$ cat config.mk
export PLATFORM = sky130hd
export DESIGN_NAME = multi_clock_divider
export DESIGN_NICKNAME = d
export VERILOG_FILES = /design/src/rtl/clkdiv_pkg.sv /design/src/rtl/clkdiv_channel.sv /design/src/rtl/multi_clock_divider.sv
export SDC_FILE = /design/constraint.sdc
export NUM_CORES = 1
export LEC_CHECK = 0
export CELL_PAD_IN_SITES_DETAIL_PLACEMENT = 0
export CELL_PAD_IN_SITES_GLOBAL_PLACEMENT = 1
export CORE_MARGIN = 2
export CORE_UTILIZATION = 45
export CTS_CLUSTER_DIAMETER = 60
export DETAILED_ROUTE_END_ITERATION = 16
export PLACE_DENSITY = 0.77
export SYNTH_ARGS = -nofsm -noshare
export SYNTH_HDL_FRONTEND = slang
export SYNTH_SLANG_ARGS = --single-unit
$ cat constraint.sdc
create_clock -name clkIN -period 3.4 [get_ports clkIN]
set_clock_uncertainty 0.15 [all_clocks]
set_input_delay 0.51 -clock clkIN [delete_from_list [all_inputs] [get_ports clkIN]]
set_output_delay 0.51 -clock clkIN [all_outputs]
set_load 0.05 [all_outputs]
$ cat src/rtl/clkdiv_pkg.sv
// Shared constants and types for the multi-channel clock divider.
package clkdiv_pkg;

   // Divisor loaded into every channel when reset is asserted
   localparam int unsigned DEFAULT_DIV  = 25000000;
   // Upper bound on the number of divider channels
   localparam int unsigned MAX_CHANNELS = 8;
   // Natural divisor width
   localparam int unsigned DIV_WIDTH    = 32;

   typedef logic [DIV_WIDTH-1:0] div_t;

   // Channel-select width; never narrower than one bit
   function automatic int unsigned sel_width(input int unsigned n);
      return (n > 1) ? $clog2(n) : 1;
   endfunction

endpackage : clkdiv_pkg

$ cat src/rtl/clkdiv_channel.sv
// One divider channel: counter, active/shadow divisor(s), pending flag,
// registered square-wave output and toggle strobe.
// CLKDIV_DUTY_EN: separate high/low divisors, each with its own shadow.
module clkdiv_channel #(
   parameter int unsigned WIDTH       = 32,
   parameter int unsigned DEFAULT_DIV = 3
)(
   input  logic             clk_i,
   input  logic             rst_i,
   input  logic             en_i,
   input  logic             wr_i,
`ifdef CLKDIV_DUTY_EN
   input  logic             wr_high_i,
`endif
   input  logic [WIDTH-1:0] wr_div_i,
   output logic             clk_o,
   output logic             tick_o,
   output logic             pending_o
);

   import clkdiv_pkg::*;

   localparam logic [WIDTH-1:0] RST_DIV = WIDTH'(DEFAULT_DIV);
   localparam logic [WIDTH-1:0] ONE     = WIDTH'(1);

   logic [WIDTH-1:0] count_q, count_d;
   logic             clk_q, clk_d;
   logic             tick_q, tick_d;
   logic [WIDTH-1:0] limit;
   logic             terminal;

`ifdef CLKDIV_DUTY_EN

   logic [WIDTH-1:0] div_hi_q, div_hi_d, div_lo_q, div_lo_d;
   logic [WIDTH-1:0] shd_hi_q, shd_hi_d, shd_lo_q, shd_lo_d;
   logic             pend_hi_q, pend_hi_d, pend_lo_q, pend_lo_d;
   logic             wr_hi, wr_lo;

   assign wr_hi = wr_i & wr_high_i;
   assign wr_lo = wr_i & ~wr_high_i;

   // High phase is measured against H, low phase against L
   assign limit    = clk_q ? div_hi_q : div_lo_q;
   // >= rather than == so a stray count above the limit still wraps
   assign terminal = (count_q >= limit);

   // Next-state: phase counting, boundary updates and shadow writes
   always_comb begin
      count_d   = count_q;
      clk_d     = clk_q;
      tick_d    = 1'b0;
      div_hi_d  = div_hi_q;
      div_lo_d  = div_lo_q;
      shd_hi_d  = shd_hi_q;
      shd_lo_d  = shd_lo_q;
      pend_hi_d = pend_hi_q;
      pend_lo_d = pend_lo_q;

      if (!en_i) begin
         // Idle: hold low, flush any waiting shadow straight away
         count_d = '0;
         clk_d   = 1'b0;
         if (pend_hi_q) begin
            div_hi_d  = shd_hi_q;
            pend_hi_d = 1'b0;
         end
         if (pend_lo_q) begin
            div_lo_d  = shd_lo_q;
            pend_lo_d = 1'b0;
         end
         if (wr_hi) begin
            shd_hi_d  = wr_div_i;
            pend_hi_d = 1'b1;
         end
         if (wr_lo) begin
            shd_lo_d  = wr_div_i;
            pend_lo_d = 1'b1;
         end
      end else if (terminal) begin
         // Phase boundary: toggle and apply whatever is waiting
         count_d = '0;
         clk_d   = ~clk_q;
         tick_d  = 1'b1;
         if (pend_hi_q) begin
            div_hi_d  = shd_hi_q;
            pend_hi_d = 1'b0;
         end
         if (pend_lo_q) begin
            div_lo_d  = shd_lo_q;
            pend_lo_d = 1'b0;
         end
         // A write landing on the boundary itself takes effect at once
         if (wr_hi) begin
            div_hi_d  = wr_div_i;
            shd_hi_d  = wr_div_i;
            pend_hi_d = 1'b0;
         end
         if (wr_lo) begin
            div_lo_d  = wr_div_i;
            shd_lo_d  = wr_div_i;
            pend_lo_d = 1'b0;
         end
      end else begin
         count_d = count_q + ONE;
         if (wr_hi) begin
            shd_hi_d  = wr_div_i;
            pend_hi_d = 1'b1;
         end
         if (wr_lo) begin
            shd_lo_d  = wr_div_i;
            pend_lo_d = 1'b1;
         end
      end
   end

   // State registers with synchronous reset
   always_ff @(posedge clk_i) begin
      if (rst_i) begin
         count_q   <= '0;
         clk_q     <= 1'b0;
         tick_q    <= 1'b0;
         div_hi_q  <= RST_DIV;
         div_lo_q  <= RST_DIV;
         shd_hi_q  <= RST_DIV;
         shd_lo_q  <= RST_DIV;
         pend_hi_q <= 1'b0;
         pend_lo_q <= 1'b0;
      end else begin
         count_q   <= count_d;
         clk_q     <= clk_d;
         tick_q    <= tick_d;
         div_hi_q  <= div_hi_d;
         div_lo_q  <= div_lo_d;
         shd_hi_q  <= shd_hi_d;
         shd_lo_q  <= shd_lo_d;
         pend_hi_q <= pend_hi_d;
         pend_lo_q <= pend_lo_d;
      end
   end

   assign pending_o = pend_hi_q | pend_lo_q;

`else

   logic [WIDTH-1:0] div_q, div_d;
   logic [WIDTH-1:0] shd_q, shd_d;
   logic             pend_q, pend_d;

   assign limit    = div_q;
   // >= rather than == so a stray count above the limit still wraps
   assign terminal = (count_q >= limit);

   // Next-state: half-period counting, boundary updates and shadow writes
   always_comb begin
      count_d = count_q;
      clk_d   = clk_q;
      tick_d  = 1'b0;
      div_d   = div_q;
      shd_d   = shd_q;
      pend_d  = pend_q;

      if (!en_i) begin
         // Idle: hold low, flush any waiting shadow straight away
         count_d = '0;
         clk_d   = 1'b0;
         if (pend_q) begin
            div_d  = shd_q;
            pend_d = 1'b0;
         end
         if (wr_i) begin
            shd_d  = wr_div_i;
            pend_d = 1'b1;
         end
      end else if (terminal) begin
         // Half-period boundary: toggle and apply a waiting shadow
         count_d = '0;
         clk_d   = ~clk_q;
         tick_d  = 1'b1;
         if (pend_q) begin
            div_d  = shd_q;
            pend_d = 1'b0;
         end
         // A write landing on the boundary itself takes effect at once
         if (wr_i) begin
            div_d  = wr_div_i;
            shd_d  = wr_div_i;
            pend_d = 1'b0;
         end
      end else begin
         count_d = count_q + ONE;
         if (wr_i) begin
            shd_d  = wr_div_i;
            pend_d = 1'b1;
         end
      end
   end

   // State registers with synchronous reset
   always_ff @(posedge clk_i) begin
      if (rst_i) begin
         count_q <= '0;
         clk_q   <= 1'b0;
         tick_q  <= 1'b0;
         div_q   <= RST_DIV;
         shd_q   <= RST_DIV;
         pend_q  <= 1'b0;
      end else begin
         count_q <= count_d;
         clk_q   <= clk_d;
         tick_q  <= tick_d;
         div_q   <= div_d;
         shd_q   <= shd_d;
         pend_q  <= pend_d;
      end
   end

   assign pending_o = pend_q;

`endif

   assign clk_o  = clk_q;
   assign tick_o = tick_q;

endmodule : clkdiv_channel

$ cat src/rtl/multi_clock_divider.sv
// CHANNELS independent programmable square-wave dividers sharing one clock.
// CLKDIV_DUTY_EN: adds wrHigh to select the high (1) or low (0) divisor.
module multi_clock_divider #(
   parameter  int unsigned CHANNELS    = 2,
   parameter  int unsigned WIDTH       = $bits(clkdiv_pkg::div_t),
   parameter  int unsigned DEFAULT_DIV = clkdiv_pkg::DEFAULT_DIV,
   localparam int unsigned CW          = clkdiv_pkg::sel_width(CHANNELS)
)(
   input  logic                clkIN,
   input  logic                rst,
   input  logic                wrEn,
   input  logic [CW-1:0]       wrCh,
   input  logic [WIDTH-1:0]    wrDiv,
`ifdef CLKDIV_DUTY_EN
   input  logic                wrHigh,
`endif
   input  logic [CHANNELS-1:0] chEn,
   output logic [CHANNELS-1:0] clkOUT,
   output logic [CHANNELS-1:0] tick,
   output logic [CHANNELS-1:0] pending
);

   import clkdiv_pkg::*;

   logic [CHANNELS-1:0] wr_stb;

   genvar gi;
   generate
      for (gi = 0; gi < CHANNELS; gi++) begin : g_ch
         // Address decode; channel numbers beyond CHANNELS match nothing
         assign wr_stb[gi] = wrEn && (int'(wrCh) == gi);

         clkdiv_channel #(
            .WIDTH       (WIDTH),
            .DEFAULT_DIV (DEFAULT_DIV)
         ) u_ch (
            .clk_i     (clkIN),
            .rst_i     (rst),
            .en_i      (chEn[gi]),
            .wr_i      (wr_stb[gi]),
`ifdef CLKDIV_DUTY_EN
            .wr_high_i (wrHigh),
`endif
            .wr_div_i  (wrDiv),
            .clk_o     (clkOUT[gi]),
            .tick_o    (tick[gi]),
            .pending_o (pending[gi])
         );
      end
   endgenerate

endmodule : multi_clock_divider

Word-level counts from Yosys, hierarchy flattened

Index checks and enable logic that the tools add are counted.

Add/sub/neg operators: 2
Order comparisons: 2
Equal/unequal tests: 4
Muxes and demuxes: 18
Bitwise operators: 5
Reduce and logical (&&, ||, !) cells: 6

Operators with widths:

| cell                                                                    | count |
|---|---|
| 32-bit two-way mux                                                      | 8 |
| 32-bit by 1-bit adder with 32-bit output, second input constant         | 2 |
| 32-bit greater-or-equal comparator                                      | 2 |
| 1-bit two-way mux                                                       | 10 |
| 3-bit by 1-bit inequality test with 1-bit output, second input constant | 2 |
| 3-bit OR reduction                                                      | 2 |
| 1-bit NOT                                                               | 5 |
| 2-bit by 1-bit inequality test with 1-bit output, second input constant | 2 |
| 2-bit OR reduction                                                      | 2 |
| 1-bit logical AND                                                       | 2 |

Flip-flop bits (word level): 198
Output and inout port bits: 6

Logic depth before layout (Yosys ltp)

Depth after elaboration: 5
Gate-level depth with buffers: 11
Gate-level depth less buffers: 8

Modules after synthesis

A second synthesis with hierarchy kept.

Cells, all modules: 1216
Area total of the unflattened synthesis: 10815.4 um2

Modules (own cells, without submodules):

| module                         | times used | cells an instance | area each (um2) |
|---|---|---|---|
| clkdiv_channel at g_ch[1].u_ch | 1          | 612               | 5418.9 |
| clkdiv_channel at g_ch[0].u_ch | 1          | 602               | 5380.2 |
| multi_clock_divider            | 1          | 2                 | 16.3 |

Least setup slack after synthesis

Ideal clock, no wire load.

Path type: register to register
From: register g_ch[1].u_ch.count_q[0]
To: register g_ch[1].u_ch.div_q[10]
Setup time: 0.072 ns
Arrival time: 2.404 ns
Path slack: 0.774 ns
Stages on the path, launching flop included: 11
Cells stage by stage: dfxtp_1 > inv_1 > ha_1 > nand2b_1 > a2111oi_2 > nor4b_1 > o41a_1 > nor3b_1 > buf_2 > buf_4 > mux2i_1

Word-level cells in the longest chain between the ends: 2

RTL lines:

| item                                                              | RTL line              | RTL |
|---|---|---|
| start, declared                                                   | clkdiv_channel.sv:26  | `logic [WIDTH-1:0] count_q, count_d;` |
| start signal, assigned                                            | clkdiv_channel.sv:208 | `count_q <= count_d;` |
| 32-bit greater-or-equal comparator                                | clkdiv_channel.sv:151 | `assign terminal = (count_q >= limit);` |
| 2-bit by 1-bit inequality test with 1-bit output (no source line) | --                    |  |
| end signal, assigned                                              | clkdiv_channel.sv:211 | `div_q <= div_d;` |
| end, declared                                                     | clkdiv_channel.sv:145 | `logic [WIDTH-1:0] div_q, div_d;` |

No other way between the ends.
A chain may end at the register's enable or synchronous reset.

Final worst setup path

From: register g_ch[1].u_ch.count_q[0]
To: register g_ch[1].u_ch.div_q[22]

Same word-level chain as after synthesis.

==> impl_metrics.toml <==
[synth]
synthMuxAreaShare_pct = 10.06
synth_top_family_by_area = "simple AND/OR/NAND/NOR gates"
synth_fp_nets = 1415
synth_seq_cells = 198
syn_area_um2 = 10750
yosysTopAreaCell = "dfxtp_1"
synth_simple_gate_area_share_pct = 21.62
yosysWarnings = 0
async_reset_ff_share_pct = 0
synth_sequential_area_ratio_pct = 36.87
synth_area_leaders = "dfxtp_1 37%, mux2i_1 10%, ha_1 7.7%, nor2_1 6.7%, nand2_1 5.8%"
synth_xor_area_share_pct = 4.888
synth_top_area_share_pct = 36.87
synthFlopType = "dfxtp_1"
synth_compound_area_share_pct = 12.36
yosysUniqueCellTypes = 48
synth_edf_count = 0
synthAdderAreaFrac_pct = 7.682
postSynthCellCount = 1311
syn_avg_cell_area_um2 = 8.200

[global_routing]
grt_usage_pct = 20.81
overflow = 0
gr-usage-met1_pct = 29.03
met2_usage_pct = 33.93
antenna_found_initial = 0
grt_max_degree = 100
first_global_vias = 8097
busiest_layer = "met2"
grt_pass1_wl_mm = 41.46
use_met3_pct = 2.776

[finish]
layout-drive-gt1-share_pct = 5.395
fin_nets = 1407
diodes = 0
utilization_pct = 51.25
final_area_um2 = 12030
instances_no_fill = 1635
area_growth_pct = 11.89

[power]
power_leakage_nw = 4.669
power_mw = 5.205
peakVddDrop_v = 0.0002615
power_density_nw_per_um2 = 432.7

[sta]
hold_slack_ps = 304.4
relSlewSlack_pct = 49.70
hold_viol = 0
tightest_slew_ps = 748.1
fin_crit_sh_pct = 88.92
grt_setup_unrepaired = "no"
min_period_ps = 3023
fmax_mhz = 330.8
setup_viol = 0
slew_violations = 0
tns_ps = 0
setup_slack_ps = 376.8

[clock_network]
cts_tree = "done"
cts_buffers = 17
cts_setup_buffers = 0
clkSlewWorstSetupHoldPaths_ps = 70
cts_hold_buf = 0
root_buffer = "clkbuf_16"
cts_max_level = 4
cts_buffer_depth = 2
cts_resized = 0
cts_sinks = 198
clk_latency_ps = 430

[place]
place_area_um2 = 11370
post-place-ws_ps = 381.4
gp_congestion = 0.7611
io_buffers = 43
place_hpwl_mm = 17.06
placed_cells = 1603

[worst_setup_path]
cpLargestDelayFamily = "compound AO/OA/AOI/OAI gates"
critical_path.endpoint_type = "flip-flop"
worst_ep_required_time_ps = 3610
critPathLaunchType = "flip-flop"
crit_type = "reg -> reg"
cp.arrival_ps = 3240
cp_slowest_cell = "o41a_1"
cp_max_fo = 30
worstPathCellList = "inv_1, ha_1, nand2b_1, a2111oi_2, nor4b_1, o41a_1, nor3b_2, buf_12, mux2i_1"
crit_buf_inv = 2
critPathMaxStageDelay_ps = 450

[floorplan]
initial_core_util_pct = 45.80
die_h_um = 158.6
core-area_um2 = 23470
die_area_um2 = 25140
ios = 44
placementRows = 56
fp.dieW_um = 158.6

[routing]
wl_per_cell_um = 15.33
routed_wl_mm = 25.07
drt_iter0_drc = 492
via_count = 8555
viasPerCell = 5.232
postRouteAntennaNets = 0
first_pass_iters = 5
drcViolationCount = 0

[min_path]
min_path_type = "reg -> reg"

[job]
drv_cap = 0

[outcome]
outcome = "finished, final reports clean"
## synthesized netlist by cell type, drive strengths merged (3+ instances only)
master / instances
xnor2: 36
nand2b: 26
nor3: 17
a211o: 20
a2111oi: 3
mux2i: 108
clkbuf: 56
nor2b: 3
nand3: 23
nand4: 23
o21a: 9
ha: 66
or3: 6
nand2: 166
buf: 31
nor2: 202
o41ai: 21
and3: 5
xor2: 24
dfxtp: 198
a21oi: 92
a21o: 4
a211oi: 21
o21ai: 26
inv: 76
nand3b: 24
and4: 7
## report_power, final
part / internal [mW] / total [mW] / switching (mW)
Sequential: 2.39 / 2.44 / 0.0460
Clock: 1.36 / 2.28 / 0.927
Combinational: 0.201 / 0.484 / 0.283
Total: 3.95 / 5.21 / 1.26
## area by class of cell
cell class                 count  area [um2]
sequential                   198        3966
clock buffer                  22       464.2
clock inverter                10       193.9
multi-input combinational    950        6098
tap                          319       399.1
timing repair buffer          60       621.8
fill                        2250       11440
inverter                      76       285.3
## final timing paths
path	endpoint	from	slack, ps	cells past startpoint
setup / recovery	g_ch[1].u_ch.div_q[22]	g_ch[1].u_ch.count_q[0]	380	9
hold / removal	g_ch[1].u_ch.shd_q[15]	g_ch[1].u_ch.shd_q[15]	300	2
setup reg to reg	g_ch[1].u_ch.div_q[22]	g_ch[1].u_ch.count_q[0]	380	9
hold reg to reg	g_ch[1].u_ch.shd_q[15]	g_ch[1].u_ch.shd_q[15]	300	2
## worst reg2reg max path, cell delays in order (launching register included)
cell,delay (ps)
dfxtp_1,430
inv_1,70
ha_1,260
nand2b_1,150
a2111oi_2,360
nor4b_1,120
o41a_1,450
nor3b_2,430
buf_12,300
mux2i_1,240
## cell usage in the layout, fill, tap and decap left out, types with 3 or more instances in the layout
cell             instances
o21a_1                   9
nand3b_1                24
mux2i_1                108
and4_1                   7
bufinv_16                5
clkdlybuf4s50_1         42
xnor2_1                 36
nand3_1                 23
clkbuf_1                 3
a211o_1                 20
and3_1                   5
o41ai_1                 21
inv_1                   76
xor2_1                  24
nor2_1                 192
buf_12                   5
buf_4                   12
nand2b_1                25
o21ai_0                 26
or3_1                    6
a21o_1                   4
a21oi_1                 92
dfxtp_1                196
nor2_2                  10
nor3_1                  16
nand4_1                 23
nand2_1                164
a211oi_1                21
ha_1                    66
clkbuf_16               17
## layer usage
layer  wire length [um]  up-vias  share of wire (%)
met2              11340      120                 45
met3                754       16                3.0
met4                244        0               0.97
li1                   -     4448                  -
met1              12730     3971                 51
met5                  0        -                  0
## state kept, by name, summed over array words and instances (netlist names)
signal               flops
g_ch.u_ch.pending_o      2
g_ch.u_ch.div_q         64
g_ch.u_ch.shd_q         64
g_ch.u_ch.tick_o         2
g_ch.u_ch.count_q       64
g_ch.u_ch.clk_o          2
## cells by family (layout without fill, tap and decap cells)
group / count (synthesis) / in the layout
mux: 108 / 108
compound gates: 204 / 204
xor+xnor: 60 / 60
buf+inv: 163 / 168
simple gates: 512 / 512
fa+ha+maj: 66 / 66
flops: 198 / 198
(Power assumes the default switching activity.)
